==> src/rtl/load_unit_if.sv <==
// Load unit request/response and data-bus read signals.
// slave: the load unit; master: MEM stage plus data bus.
interface load_unit_if;
    logic        start;
    logic [31:0] addr;
    logic [2:0]  ctrl;
    logic        bus_req;
    logic [31:0] bus_addr;
    logic [31:0] bus_rdata;
    logic        bus_ack;
    logic        bus_err;
    logic        busy;
    logic        rd_valid;
    logic [31:0] rd_data;
    logic [1:0]  exc;

    modport slave (
        input  start, addr, ctrl,
        input  bus_rdata, bus_ack, bus_err,
        output bus_req, bus_addr,
        output busy, rd_valid, rd_data, exc
    );

    modport master (
        output start, addr, ctrl,
        output bus_rdata, bus_ack, bus_err,
        input  bus_req, bus_addr,
        input  busy, rd_valid, rd_data, exc
    );
endinterface

==> src/rtl/load_unit.sv <==
// MEM-stage load unit: one word read per load, byte/half extraction,
// misalignment, bus-error and timeout exceptions.
module load_unit #(
    parameter int TIMEOUT = 255,
    parameter int CNT_W   = 8
) (
    input logic        clk,
    input logic        reset,
    load_unit_if.slave lif
);
    typedef enum logic [1:0] {
        IDLE,
        WAIT,
        DONE
    } state_t;

    localparam logic [CNT_W-1:0] CNT_LAST = CNT_W'(TIMEOUT - 1);

    state_t           state_q, state_d;
    logic [CNT_W-1:0] cnt_q, cnt_d;
    logic [31:0]      baddr_q, baddr_d;
    logic [1:0]       off_q, off_d;
    logic [2:0]       ctrl_q, ctrl_d;
    logic [31:0]      data_q, data_d;
    logic [1:0]       exc_q, exc_d;

    logic        ld_type;
    logic        misal;
    logic        to_hit;
    logic [7:0]  byte_v;
    logic [15:0] half_v;
    logic [31:0] ext_v;

    assign ld_type = (lif.ctrl != 3'd0) && (lif.ctrl <= 3'd5);
    assign misal   = ((lif.ctrl == 3'd1) && (lif.addr[1:0] != 2'd0))
                   || (((lif.ctrl == 3'd2) || (lif.ctrl == 3'd3))
                       && lif.addr[0]);
    // TIMEOUT of 0 disables the watchdog entirely
    assign to_hit  = (TIMEOUT != 0) && (cnt_q == CNT_LAST);

    always_comb begin
        byte_v = 8'd0;
        half_v = 16'd0;
        ext_v  = 32'd0;
        unique case (off_q)
            2'd0: byte_v = lif.bus_rdata[7:0];
            2'd1: byte_v = lif.bus_rdata[15:8];
            2'd2: byte_v = lif.bus_rdata[23:16];
            2'd3: byte_v = lif.bus_rdata[31:24];
            default: byte_v = 8'd0;
        endcase
        half_v = off_q[1] ? lif.bus_rdata[31:16] : lif.bus_rdata[15:0];
        unique case (ctrl_q)
            3'd1: ext_v = lif.bus_rdata;
            3'd2: ext_v = {16'd0, half_v};
            3'd3: ext_v = {{16{half_v[15]}}, half_v};
            3'd4: ext_v = {24'd0, byte_v};
            3'd5: ext_v = {{24{byte_v[7]}}, byte_v};
            default: ext_v = 32'd0;
        endcase
    end

    always_comb begin
        state_d = state_q;
        cnt_d   = cnt_q;
        baddr_d = baddr_q;
        off_d   = off_q;
        ctrl_d  = ctrl_q;
        data_d  = data_q;
        exc_d   = exc_q;
        unique case (state_q)
            IDLE: begin
                if (lif.start && ld_type) begin
                    if (misal) begin
                        exc_d   = 2'd1;
                        data_d  = 32'd0;
                        state_d = DONE;
                    end else begin
                        baddr_d = {lif.addr[31:2], 2'b00};
                        off_d   = lif.addr[1:0];
                        ctrl_d  = lif.ctrl;
                        cnt_d   = '0;
                        state_d = WAIT;
                    end
                end
            end
            WAIT: begin
                cnt_d = cnt_q + CNT_W'(1);
                // error beats ack, ack beats timeout
                if (lif.bus_err) begin
                    exc_d   = 2'd2;
                    data_d  = 32'd0;
                    state_d = DONE;
                end else if (lif.bus_ack) begin
                    exc_d   = 2'd0;
                    data_d  = ext_v;
                    state_d = DONE;
                end else if (to_hit) begin
                    exc_d   = 2'd3;
                    data_d  = 32'd0;
                    state_d = DONE;
                end
            end
            DONE: state_d = IDLE;
            default: state_d = IDLE;
        endcase
    end

    always_ff @(posedge clk or negedge reset) begin
        if (!reset) begin
            state_q <= IDLE;
            cnt_q   <= '0;
            baddr_q <= 32'd0;
            off_q   <= 2'd0;
            ctrl_q  <= 3'd0;
            data_q  <= 32'd0;
            exc_q   <= 2'd0;
        end else begin
            state_q <= state_d;
            cnt_q   <= cnt_d;
            baddr_q <= baddr_d;
            off_q   <= off_d;
            ctrl_q  <= ctrl_d;
            data_q  <= data_d;
            exc_q   <= exc_d;
        end
    end

    assign lif.bus_req  = (state_q == WAIT);
    assign lif.bus_addr = baddr_q;
    assign lif.busy     = (state_q == WAIT)
                        || ((state_q == IDLE) && lif.start && ld_type);
    assign lif.rd_valid = (state_q == DONE);
    assign lif.rd_data  = data_q;
    assign lif.exc      = exc_q;
endmodule

==> src/flat_wrapper.sv <==
// flat-port wrapper written by rule: the top's interface ports become plain ports
module load_unit_flat 
#(
    parameter int TIMEOUT = 255,
    parameter int CNT_W   = 8
)
  (clk, reset, lif_start, lif_addr, lif_ctrl, lif_bus_rdata, lif_bus_ack, lif_bus_err, lif_bus_req, lif_bus_addr, lif_busy, lif_rd_valid, lif_rd_data, lif_exc);
  load_unit_if lif_i ();
  input logic clk;
  input logic reset;
  input wire logic [$bits(lif_i.start)-1:0] lif_start;
  input wire logic [$bits(lif_i.addr)-1:0] lif_addr;
  input wire logic [$bits(lif_i.ctrl)-1:0] lif_ctrl;
  input wire logic [$bits(lif_i.bus_rdata)-1:0] lif_bus_rdata;
  input wire logic [$bits(lif_i.bus_ack)-1:0] lif_bus_ack;
  input wire logic [$bits(lif_i.bus_err)-1:0] lif_bus_err;
  output wire logic [$bits(lif_i.bus_req)-1:0] lif_bus_req;
  output wire logic [$bits(lif_i.bus_addr)-1:0] lif_bus_addr;
  output wire logic [$bits(lif_i.busy)-1:0] lif_busy;
  output wire logic [$bits(lif_i.rd_valid)-1:0] lif_rd_valid;
  output wire logic [$bits(lif_i.rd_data)-1:0] lif_rd_data;
  output wire logic [$bits(lif_i.exc)-1:0] lif_exc;
  assign lif_i.start = lif_start;
  assign lif_i.addr = lif_addr;
  assign lif_i.ctrl = lif_ctrl;
  assign lif_i.bus_rdata = lif_bus_rdata;
  assign lif_i.bus_ack = lif_bus_ack;
  assign lif_i.bus_err = lif_bus_err;
  assign lif_bus_req = lif_i.bus_req;
  assign lif_bus_addr = lif_i.bus_addr;
  assign lif_busy = lif_i.busy;
  assign lif_rd_valid = lif_i.rd_valid;
  assign lif_rd_data = lif_i.rd_data;
  assign lif_exc = lif_i.exc;
  load_unit #(.TIMEOUT(TIMEOUT), .CNT_W(CNT_W)) u_core (.clk(clk), .reset(reset), .lif(lif_i));
endmodule
==> config.mk <==
export PLATFORM = sky130hd
export DESIGN_NAME = load_unit_flat
export DESIGN_NICKNAME = d
export VERILOG_FILES = /design/src/rtl/load_unit_if.sv /design/src/rtl/load_unit.sv /design/src/flat_wrapper.sv
export SDC_FILE = /design/constraint.sdc
export NUM_CORES = 1
export LEC_CHECK = 0
export CELL_PAD_IN_SITES_DETAIL_PLACEMENT = 0
export CELL_PAD_IN_SITES_GLOBAL_PLACEMENT = 1
export CORE_AREA = 2 2 109 111
export CTS_BUF_LIST = sky130_fd_sc_hd__clkbuf_16
export DETAILED_ROUTE_END_ITERATION = 8
export DIE_AREA = 0 0 111 113
export PLACE_DENSITY = 0.86
export RECOVER_POWER = 50
export SETUP_SLACK_MARGIN = 0.02
export SLEW_MARGIN = 0
export SYNTH_ARGS = -nofsm -noshare
export SYNTH_HDL_FRONTEND = slang
export SYNTH_SLANG_ARGS = --single-unit
==> constraint.sdc <==
create_clock -name clk -period 3.01 [get_ports clk]
set_clock_uncertainty 0.15 [all_clocks]
set_input_delay 0.602 -clock clk [delete_from_list [all_inputs] [get_ports clk]]
set_output_delay 0.602 -clock clk [all_outputs]
set_load 0.005 [all_outputs]
Yosys cells after proc, flatten, opt, wreduce, memory -nomap -nowiden --
Cells that the tools add are included.
Storage, ports and cells: flip-flop bits (word level) 79, output and inout bits 69
Cells by class: add/subtract/negate cells 1, magnitude comparators 1, equal/unequal tests 18, multiplexer cells 24, bitwise gates (word level) 1, reduce and logical (&&, ||, !) cells 18
Operators by type and width (number):
- $mux 32 | 5
- $pmux 32 s5 | 1
- $pmux 32 s2 | 1
- $pmux 8 s4 | 1
- $mux 2 | 10
- $mux 16 | 1
- $mux 8 | 2
- $pmux 8 s2 | 1
- $eq 3x2->1 const B | 4
- $add 8x1->8 const B | 1
- $eq 8x8->1 const B | 1
- $pmux 2 s2 | 2
- $eq 2x2->1 const B | 3
- $eq 3x1->1 const B | 2
- $eq 3x3->1 const B | 2
- $logic_and 1x1->1 | 6
- $reduce_and 3->1 | 2
- $eq 2x1->1 const B | 2
- $logic_not 2->1 | 2
- $ne 2x1->1 const B | 2
- $ne 4x3->1 const B | 1
- $reduce_and 4->1 | 1
- $reduce_bool 2->1 | 2
- $le 3x3->1 const B | 1
- other kinds (5) | 7

Depth between registers and ports, before layout --
depth in word-level cells 7, depth in mapped cells 8

Worst setup path before layout --
Ideal clock, no wire load.
path type input-to-reg, start in lif_ctrl[0], end reg u_core.exc_q[1], in the netlist u_core.lif.exc[1], setup time 0.128 ns, arrival time 1.819 ns, required time 2.732 ns, setup slack 0.914 ns, stages 5, buffers on the path 0, path through or3_4 a41oi_4 inv_2 o211ai_4 mux2_1
Between the ends: word-level cells in the longest chain between the ends 6, elaborated cells between the ends (all ways) 14
Ends and longest elaborated chain:
- from (decl) | RTL line flat_wrapper.sv:13 | input wire logic [$bits(lif_i.ctrl)-1:0] lif_ctrl;
- branches (longest 5 deep; another with $le 3x3->1)
- $reduce_and 4->1 (no line) (*)
- to (signal assigned) | RTL line load_unit.sv:117 | exc_q <= 2'd0;
- to (signal assigned) | RTL line load_unit.sv:125 | exc_q <= exc_d;
- to (decl) | RTL line load_unit.sv:25 | logic [1:0] exc_q, exc_d;
Mark *: on every way between the ends. A chain may end at the register's enable or synchronous reset.

Worst setup path after layout --
start in lif_ctrl[0], end out lif_busy
Between the ends: word-level cells in the longest chain between the ends 4, elaborated cells between the ends (all ways) 5
Ends and longest elaborated chain:
- $le 3x3->1 or $reduce_bool 3->1 (tied branches) | RTL line load_unit.sv:34 | assign ld_type = (lif.ctrl != 3'd0) && (lif.ctrl <= 3'd5);
- $logic_and 1x1->1 (*) | RTL line load_unit.sv:34
- $logic_and 1x1->1 (*) | RTL line load_unit.sv:132 | || ((state_q == IDLE) && lif.start && ld_type);
- $logic_or 1x1->1 (*) | RTL line load_unit.sv:132
- to (decl) | RTL line flat_wrapper.sv:19 | output wire logic [$bits(lif_i.busy)-1:0] lif_busy;
Mark *: on every way between the ends. The rest lies on a longest branch, timed or not.

==> results.txt <==
* Vias per cell: 5.25
- Violated checks: max-capacitance violations, max-slew violations
* Synthesis warning total: 0
- STA puts the critical path data required time at 2.26 ns.
* Vias after detailed routing: 3025
* Unique masters post-synth: 47
- After clock tree synthesis, the clock-pin slew on the worst setup and hold paths is 0.06 ns.
* Worst-margin pin slew: 1.96 ns
* Post-route non-filler standard cell count: 576
- Detailed Route WL: 10.1 mm
- Adding up every negative setup slack in the final design gives 0 ns.
- For this configuration, the core starts out at a cell density of 34.3%.
- For the finished layout, the period the worst path requires is 2.65 ns.
- The final hold violation count is 0.
- Bufs on Longest Clock Path: 2
- Setup violations remaining at the end of the flow were counted as 0.
- Post-synth ARST share: 100%
- In this run switching power makes up 31.2% of total power.
* Nature of the critical path startpoint: primary input
- Number of core rows: 39
- Total power for the finished layout comes to 4.36 mW.
- Worst Hold Class: reg -> reg
- Number of iterations in the first detailed-routing pass: 4
* Main synth FF type: dfrtp_1
- Total of hold buffers inserted after clock tree synthesis: 0
- The number of global-route vias before repair was 3194.
- The run finished, with violations left.
- Vert. Die Dim: 113 um
- In this run, the number of DRC markers left after iteration 0 of detailed routing was 201.
* Worst max-slew margin expressed relative to the limit: -30.9%
- Of all nets on the critical path, the largest fanout is 2.
- Counting every sink on the clock net gives 79.
* Number of enable flip-flop cells after synthesis: 0
* Sequential power share: 36.8%
- After floorplanning, the core was sized to cover 11300 um^2.
- The internal power of the cells totals 3.00 mW.
- HPWL after detailed placement: 7.41 mm
- Library cell occupying the most area in the post-synthesis netlist: dfrtp_1
- In this run, the clock network consumes 24.4% of the power.
* Number of nets in the layout: 502
* Start-to-end type of the worst setup path: in -> out
- Ranked by total cell area, the synthesized netlist is headed by dfrtp_1, mux2_2, o2bb2ai_1.
* Fin. max-slew vios: 80
- Initial antenna violation count: 0
- The share of the Yosys chip area taken by registers is 51.1%.
- Mean routed wirelength per cell: 17.5 um
- The tool flagged a number of max-cap violations equal to 1.
- Syn Inst Count: 290
- The cell sitting at the root of the clock tree is a clkbuf_16.
- Once layout is complete, the utilization of the core stands at 50.1%.
- Number of CTS-inserted buffers: 9
- The repair_antennas step left the layout with diodes totalling 0.
- Average footprint of a synthesized cell: 13.3 um^2
- Clock latency on the worst-skew pair, taken at its later pin, is 0.33 ns.
* Post-Synthesis Cell Area: 3870 um^2
- Combinational group share of total power: 38.8%
- Relative area change from synthesis to final layout: 46.1%
* Critical path endpoint category: output port
* First-pass GRT wire length: 16.5 mm
- 141 I/O pins were placed.
- The worst-case IR drop observed on VDD is 0.000331 V.
* Post-synth top area share: 51.1%
* Die width: 111 um
- The analysis attributes to cell leakage a power of 2.32 nW.
- In this run the power spent charging and discharging nets is 1.36 mW.
- Largest net degree at the start of global routing: 80
- CTS HTree Levels: 3
- Setup repair after global routing left no endpoint under its margin.
- During placement, the flow inserted port buffers numbering 138.
* Global-route total usage across every layer: 16.4%
- The total overflow left after global routing is 0.
* Timing-limited maximum frequency: 378 MHz
* Post-route fraction of the period consumed by the critical path: 87.9%
- Power spread over the standard cell area amounts to 772 nW/um^2.
- After detailed routing, the number of remaining DRC violations is 0.
* Die Outline Area: 12500 um^2
- Number of placed cells counting well taps: 560
- For the worst setup path, the data arrival time is 1.89 ns.
* Weighted congestion reported at the end of routability-driven placement: 0.790
- Ratio of cells with drive above 1 in the final layout: 18.9%
- Post-detailed-route count of antenna-violating nets: 0
- Counting flops and latches in the post-synthesis netlist gives 79.
* CTS tree: built
==> Yosys cell counts, drive strengths merged (3+ instances only) <==
library cell,count
a21oi,25
o2bb2ai,32
clkbuf,6
a221oi,7
nor2b,5
or3,3
o21ai,4
nand3,4
o31ai,6
dfrtp,79
buf,16
nor2,5
mux4,8
inv,8
mux2,37
nand4,5
a222oi,7
or4,6
nand2,5
==> worst max-delay path, stage by stage <==
cell,delay (ns)
clkdlybuf4s50_1,0.42
or3_4,0.42
a41oi_4,0.22
inv_2,0.07
dlymetal6s2s_1,0.16
==> path summary, 6_finish.rpt <==
kind / slack, ns / from / cells past startpoint / end
worst max-delay path: 0.36 / lif_ctrl[0] / 5 / lif_busy
worst min-delay path: 0.33 / u_core.lif.rd_data[8]$_DFFE_PN0P_ / 1 / u_core.lif.rd_data[8]$_DFFE_PN0P_
worst max register to register: 0.75 / u_core.off_q[0]$_DFFE_PN0P_ / 4 / u_core.lif.rd_data[12]$_DFFE_PN0P_
worst min register to register: 0.33 / u_core.lif.rd_data[8]$_DFFE_PN0P_ / 1 / u_core.lif.rd_data[8]$_DFFE_PN0P_
max in group asynchronous: 0.87 / reset / 1 / u_core.cnt_q[4]$_DFFE_PN0P_
min in group asynchronous: 0.66 / reset / 1 / u_core.lif.rd_data[23]$_DFFE_PN0P_
==> what timing repair did <==
item / CTS / global route
buffers inserted: 0 / 0
resized for setup: 0 / 1
endpoints found under the setup margin: 0 / 1
==> layout make-up <==
| cell class | instances | area, um^2 |
|---|---|---|
| well taps | 143 | 179 |
| fillers | 1009 | 5620 |
| inverters | 9 | 35.0 |
| multi-input cells | 181 | 1690 |
| flip-flops and latches | 79 | 1980 |
| clock inverters | 7 | 65.1 |
| repair buffers | 148 | 1480 |
| clock buffers | 9 | 225 |
==> metrics by stage <==
step	setup WS [ns]	hold slack, ns	area (um^2)
2_1_floorplan	0.914	0.156	3870
3_3_place_gp	0.0867	0.321	5360
3_5_place_dp	0.0597	0.324	5360
4_1_cts	0.0557	0.334	5650
5_1_grt	0.320	0.345	5650
6_report	0.364	0.330	5650
==> layer usage <==
metal | up-vias | track usage [%] | routed length, um | part of all wire, %
li1 | 1411 | - | - | -
met1 | 1491 | 20.1 | 4300 | 43
met2 | 112 | 27.4 | 4880 | 48
met3 | 11 | 6.05 | 802 | 7.9
met4 | 0 | 4.50 | 112 | 1.1
met5 | - | 0 | 0 | 0
==> cells in the final DEF (no fill, tap or decap), types with 2 or more instances in the layout <==
master / count
or4_1: 6
clkdlybuf4s50_1: 103
clkbuf_16: 9
conb_1: 2
or3_1: 2
a221oi_2: 7
mux2_2: 36
dfrtp_1: 79
dlygate4sd3_1: 33
mux4_1: 7
nand4_1: 5
o2bb2ai_1: 32
a21oi_2: 2
a21oi_1: 23
a222oi_1: 7
nor2_1: 5
o31ai_1: 6
inv_1: 8
clkinv_2: 4
ha_1: 2
buf_4: 8
o21ai_0: 4
buf_12: 2
nor2b_1: 5
mux2i_1: 2
nand3_1: 3
nand2_1: 5
or2_2: 2
==> power groups by stage <==
stage	clock, mW	combinational [mW]	sequential, mW
detailed placement	0	1.76	1.63
finish	1.06	1.69	1.60
global placement	0	1.73	1.61
floorplan	0	0.971	1.57
CTS	1.09	1.77	1.62
global route	1.14	1.83	1.65
==> cell families after synthesis <==
| group | synth area share [%] |
|---|---|
| compound gates | 19.8 |
| fa+ha+maj | 0.647 |
| buf+inv | 5.31 |
| flops | 51.1 |
| mux | 16.6 |
| other cells | 0.0970 |
| simple gates | 6.41 |
==> state kept, by name, indices dropped and copies added, names as in the netlist <==
signal / count
u_core.state_q: 2
u_core.lif.exc: 2
u_core.lif.rd_data: 32
u_core.ctrl_q: 3
u_core.lif.bus_addr: 30
u_core.cnt_q: 8
u_core.off_q: 2
(Power assumes the default switching activity.)
